$ cat config.mk
export PLATFORM = sky130hd
export DESIGN_NAME = inst_mem_loader
export DESIGN_NICKNAME = d
export VERILOG_FILES = /design/src/rtl/inst_mem_loader.sv
export SDC_FILE = /design/constraint.sdc
export NUM_CORES = 1
export LEC_CHECK = 0
export BUFFER_PORTS_ARGS = -buffer_cell sky130_fd_sc_hd__buf_2
export CORE_AREA = 2 2 192 175
export CTS_CLUSTER_DIAMETER = 80
export DETAILED_ROUTE_END_ITERATION = 6
export DIE_AREA = 0 0 194 177
export PLACE_DENSITY = 0.45
export SYNTH_ARGS = -nofsm -noshare
export SYNTH_HDL_FRONTEND = slang
export SYNTH_SLANG_ARGS = --single-unit
$ cat constraint.sdc
create_clock -name clk -period 3.1 [get_ports clk]
set_input_delay 0.62 -clock clk [delete_from_list [all_inputs] [get_ports clk]]
set_output_delay 0.62 -clock clk [all_outputs]
set_load 0.02 [all_outputs]
$ cat src/rtl/inst_mem_loader.sv
// Streams 32-bit instruction words into a byte-wide instruction store as four
// little-endian byte writes, one word per five cycles, until the last word or the store is full.
module inst_mem_loader #(
  parameter int unsigned           ADDR_WIDTH = 64,
  parameter int unsigned           MEM_BYTES  = 128,
  parameter logic [ADDR_WIDTH-1:0] BASE_ADDR  = '0
) (
  input  logic                  clk,
  input  logic                  reset,
  input  logic                  start,
  input  logic [31:0]           word_in,
  input  logic                  word_valid,
  input  logic                  word_last,
  output logic                  word_ready,
  output logic                  mem_we,
  output logic [ADDR_WIDTH-1:0] mem_addr,
  output logic [7:0]            mem_wdata,
  output logic                  busy,
  output logic                  done,
  output logic                  overflow,
  output logic [ADDR_WIDTH-3:0] words_loaded,
  output logic [1:0]            dbg_state
);

  // Handshake: a word transfers on a rising edge where word_valid and word_ready are both 1;
  // word_ready never depends on word_valid, and word_in/word_last are sampled only on that edge.

  typedef enum logic [1:0] {
    IDLE      = 2'd0,
    WAIT_WORD = 2'd1,
    WRITE     = 2'd2,
    DONE      = 2'd3
  } state_e;

  localparam logic [ADDR_WIDTH-1:0] END_ADDR = BASE_ADDR + ADDR_WIDTH'(MEM_BYTES);

  state_e                state_q, state_d;
  logic [ADDR_WIDTH-1:0] addr_q, addr_d;
  logic [31:0]           word_q, word_d;
  logic                  last_q, last_d;
  logic [1:0]            idx_q, idx_d;
  logic [ADDR_WIDTH-3:0] words_q, words_d;
  logic                  ovf_q, ovf_d;
  logic                  full;

  assign full         = (addr_q == END_ADDR);
  assign overflow     = ovf_q;
  assign words_loaded = words_q;
  assign dbg_state    = state_q;

  always_ff @(posedge clk) begin
    if (reset) begin
      state_q <= IDLE;
      addr_q  <= '0;
      word_q  <= '0;
      last_q  <= 1'b0;
      idx_q   <= '0;
      words_q <= '0;
      ovf_q   <= 1'b0;
    end else begin
      state_q <= state_d;
      addr_q  <= addr_d;
      word_q  <= word_d;
      last_q  <= last_d;
      idx_q   <= idx_d;
      words_q <= words_d;
      ovf_q   <= ovf_d;
    end
  end

  always_comb begin
    state_d    = state_q;
    addr_d     = addr_q;
    word_d     = word_q;
    last_d     = last_q;
    idx_d      = idx_q;
    words_d    = words_q;
    ovf_d      = ovf_q;
    word_ready = 1'b0;
    mem_we     = 1'b0;
    mem_addr   = '0;
    mem_wdata  = '0;
    busy       = 1'b0;
    done       = 1'b0;

    unique case (state_q)
      IDLE: begin
        if (start) begin
          state_d = WAIT_WORD;
          addr_d  = BASE_ADDR;
          words_d = '0;
          ovf_d   = 1'b0;
        end
      end

      WAIT_WORD: begin
        busy       = 1'b1;
        word_ready = !full;
        if (word_valid) begin
          if (full) begin
            ovf_d   = 1'b1;
            state_d = DONE;
          end else begin
            word_d  = word_in;
            last_d  = word_last;
            idx_d   = '0;
            state_d = WRITE;
          end
        end
      end

      WRITE: begin
        busy      = 1'b1;
        // Gated by reset so an abort suppresses the write of the current cycle too.
        mem_we    = !reset;
        mem_addr  = addr_q + ADDR_WIDTH'(idx_q);
        mem_wdata = word_q[{idx_q, 3'b000} +: 8];
        idx_d     = idx_q + 2'd1;
        if (idx_q == 2'd3) begin
          addr_d  = addr_q + ADDR_WIDTH'(4);
          words_d = words_q + (ADDR_WIDTH-2)'(1);
          state_d = last_q ? DONE : WAIT_WORD;
        end
      end

      DONE: begin
        done = 1'b1;
        if (start) begin
          state_d = WAIT_WORD;
          addr_d  = BASE_ADDR;
          words_d = '0;
          ovf_d   = 1'b0;
        end
      end

      default: state_d = IDLE;
    endcase
  end

endmodule
# After elaboration in Yosys (flattened, before gate mapping)
# Index checks and enable logic that the tools add are counted.
# op_classes
shift,1
muxes,25
reduce_logical,13
add_sub_neg,4
n_bitwise,1
n_eq_ne,10
# ops
operator,n
64-bit 2-to-1 mux,3
64-bit one-hot mux with 2 select lines,1
62-bit 2-to-1 mux,2
62-bit one-hot mux with 2 select lines,1
64-bit by 2-bit adder with 64-bit output,1
64-bit by 3-bit adder with 64-bit output (second input constant),1
64-bit by 8-bit equality test with 1-bit output (second input constant),1
62-bit by 1-bit adder with 62-bit output (second input constant),1
32-bit by 6-bit indexed part select with 8-bit output,1
2-bit 2-to-1 mux,6
3-bit AND reduction,4
1-bit 2-to-1 mux,8
8-bit 2-to-1 mux,1
2-bit inequality test (second input constant),4
2-bit equality test (second input constant),3
2-bit one-hot mux with 3 select lines,1
2-bit nonzero test,3
2-bit one-hot mux with 2 select lines,1
4-bit AND reduction,1
2-bit OR reduction,2
2-bit by 1-bit adder with 2-bit output (second input constant),1
2-bit by 1-bit equality test with 1-bit output (second input constant),1
1-bit zero test,2
2-bit zero test,1
3 further kinds,3
# totals
wordCells,61
ff_bits,164
in_bits,37
out_inout_bits,141

# Logic depth before layout (Yosys ltp)
# depth
word_depth,4
mapped_depth,11
depth_no_buf,8

# Worst setup path after synthesis
# Ideal clock, no wire load.
# synth_timing
path_type,register -> register
startpoint,"register state_q[0], in the netlist dbg_state[0]"
endpoint,register addr_q[56]
setup_time_ns,0.132
stages_incl_launch_ff,12
t_required_ns,2.968
n_path_buf,3
synth_period_minus_slack_ns,2.934
setup_slack_ns,0.166
t_arrival_ns,2.801
path_cell_list,dfxtp_1 inv_1 ha_1 nor2b_4 buf_6 or4b_4 nor4_4 nand4_4 buf_6 buf_2 o31ai_1 a21oi_1
# synth_between
elab_chain_cells,4
word_cells_on_any_way,9
classes_between,eq/ne (4); mux (1); reduce/logical (4)
# synth_rtl
element,line_no,source
from (decl),37,"state_e state_q, state_d;"
from (signal assigned),61,state_q <= state_d;
2-bit equality test or 2-bit zero test (tied branches),86,unique case (state_q)
2-bit OR reduction (no line),--,
2-bit by 1-bit inequality test with 1-bit output (no line) or 2-bit nonzero test (tied branches),--,
3-bit AND reduction (no line),--,
to (signal assigned),62,addr_q <= addr_d;
to (decl),38,"logic [ADDR_WIDTH-1:0] addr_q, addr_d;"
# Parallel ways exist; a longest one is shown, timed or not.
# A chain may end at the register's enable or synchronous reset.

# Worst setup path in the final report
# layout_timing
startpoint,"register state_q[1], in the netlist dbg_state[1]"
endpoint,register addr_q[42]
# Same word-level chain as after synthesis.

==> qor.yml <==
finalCriticalPeriod_ns: 2.936
async_flop_share: 0
worstMarginPinSlew_ns: 0.6827
rows: 63
yosys_warnings: 0
layout_commonest_cell: "buf_2"
arrival_ns: 3.29
gp_congestion: 0.7749
drive_gt1_frac: 0.2352
holdWs_ns: 0.4089
final_cell_mix: "buf_2, dfxtp_1, nor2_1"
placed_area_um2: 9433
n_antenna_cell: 0
syn-cell-area_um2: 7998
finalSetupViolations: 0
viasPerCell: 4.675
critPathRequiredTime_ns: 3.46
grt_pass1_wl_um: 37940
dr.pass1.iters: 5
synth_edf_count: 0
die_y_um: 177
crit_type: "register to register"
coreArea_um2: 32480
grt_pass1_vias: 6693
tritoncts: "built"
routed-via-count: 7199
cp-end-kind: "register"
power_per_cell_area_nw_per_um2: 554.3
postCtsSetupRepairBufs: 0
wire_per_inst_um: 15.70
die_w_um: 194
register_area_um2: 3243
hold_class: "primary input to register"
grt_use_total: 0.1379
drt_iter0_markers: 398
clock_path_buffers: 2
sequentialPowerShare: 0.402
swShare: 0.3373
wl_met2_um: 10670
numClockSinks: 162
drc_errors: 0
rsz0062_at_grt: "no"
met1_length_um: 12150
io_buffer_count: 177
grt_max_degree: 125
max_slew_margin: 0.5449
start_kind: "register"
p_leak_nw: 3.859
post_synth_num_cell_types: 48
area_growth_pct: 25.19
fin_util: 0.3083
cap_violations: 0
dr.max_layer_used: "met4"
post-route-period-util: 0.9470
cts-buffers-inserted: 17
io_pins: 178
combPwrFrac: 0.226
die-area_um2: 34340
dp_hpwl_um: 16860
clk_root_buffer_cell: "clkbuf_16"
h-tree-depth: 4
cp_max_fo: 11
status: "finished clean"
tns_ns: 0
multi_input_area_um2: 4506
ant_nets: 0
postCtsHoldBufs: 0
cts.clk_slew.worst_paths_ns: 0.08
synthesis.nets: 978
fill_cells: 3511
intPower_mw: 3.677
finalMaxSlewViolations: 0
cts-resized-gates: 0
vdd_ir_drop_max_mv: 0.3601
skew_ns: 0.01561
ys_seq_area_frac: 0.4055
synth_seq_cells: 162
start_util: 0.2463
gr-total-overflow: 0
clockPowerShare: 0.372
design_area_um2: 10010
p_sw_mw: 1.872
synth_ff_type: "dfxtp_1"
worstSkewPairLatency_ns: 0.44
nets: 1150
final_hold_viol_count: 0
max_freq_mhz: 340.6
syn_area_per_cell_um2: 8.572
totalWireLength_um: 24180
antenna_found_initial: 0
syn_inst: 933
wl_met3_um: 1015
fin_total_pwr_mw: 5.549
power by group through the flow:
stage	combinational [mW]	clock [mW]	sequential, mW
2_1_floorplan	0.837	0	2.30
3_3_place_gp	1.28	0	2.28
3_5_place_dp	1.28	0	2.28
4_1_cts	1.28	2.13	2.23
5_1_grt	1.38	2.21	2.24
6_report	1.25	2.06	2.23
critical path, stage by stage (launching register included):
cell	delay, ns
dfxtp_1	0.42
ha_2	0.32
nor2b_4	0.16
or4b_4	0.58
nor4_4	0.37
nand4_2	0.42
or3_1	0.46
a21oi_1	0.13
registers in the layout, summed over array words and instances, names as in the netlist:
register / cells
word_q: 32
idx_q: 2
addr_q: 62
words_loaded: 62
dbg_state: 2
last_q: 1
overflow: 1
routing by layer:
metal  track usage  vias up
met2        0.2097      144
met4       0.03977        0
met5             0        -
li1              -     3606
met3       0.02915       26
met1        0.1958     3423
metrics by stage:
| stage | std cells | worst slack [ns] |
|---|---|---|
| after floorplan | 933 | 0.1665 |
| after global placement | 1507 | 0.1892 |
| after detailed placement | 1507 | 0.1317 |
| after CTS | 1539 | 0.04057 |
| after global routing | 1540 | 0.003750 |
| final | 1540 | 0.1643 |
final timing paths:
path	startpoint	to	slack, ns	cells after the start
setup / recovery	dbg_state[1]	addr_q[42]	0.16	7
hold / removal	word_in[6]	word_q[6]	0.41	3
setup reg to reg	dbg_state[1]	addr_q[42]	0.16	7
hold reg to reg	word_q[19]	word_q[19]	0.49	2
final cells by class:
cell class / count / share of cell area
well taps: 422 / 0.05274
clock inverters: 13 / 0.01012
multi-input cells: 700 / 0.4500
inverters: 22 / 0.008248
repair buffers: 202 / 0.1097
clock buffers: 19 / 0.04524
flip-flops and latches: 162 / 0.3239
kinds of logic (layout without fill, tap and decap cells):
family | Yosys count | after routing | share of synthesized area
DFF | 162 | 162 | 0.4055
AOI/OAI and AO/OA | 73 | 73 | 0.05272
and+or+nand+nor | 484 | 485 | 0.3262
buffers and inverters | 72 | 256 | 0.03692
xor gates and xnor gates | 90 | 90 | 0.09856
muxes | 44 | 44 | 0.06758
adders and majority gates | 8 | 8 | 0.01252
synth_stat cells, types with 4 or more instances:
cell type	n	area share
xor2_1	39	0.043
or4_1	14	0.013
dfxtp_1	162	0.41
nand4_1	39	0.031
mux4_2	8	0.023
and2_1	76	0.059
nor3_1	17	0.011
nand3_1	42	0.026
and3_1	15	0.012
a21oi_1	34	0.021
inv_1	22	0.010
or3_1	19	0.015
nand2_1	46	0.022
o21ai_1	5	0.0031
and4_1	12	0.013
nor4_1	32	0.025
ha_1	8	0.013
nor2b_1	4	0.0031
clkbuf_1	39	0.018
o21ai_0	14	0.0088
xnor2_1	51	0.056
nor2_1	147	0.069
o31ai_1	13	0.012
mux2i_1	36	0.045
buf_1	6	0.0028
Note: power is estimated with default switching activity, not from simulation.
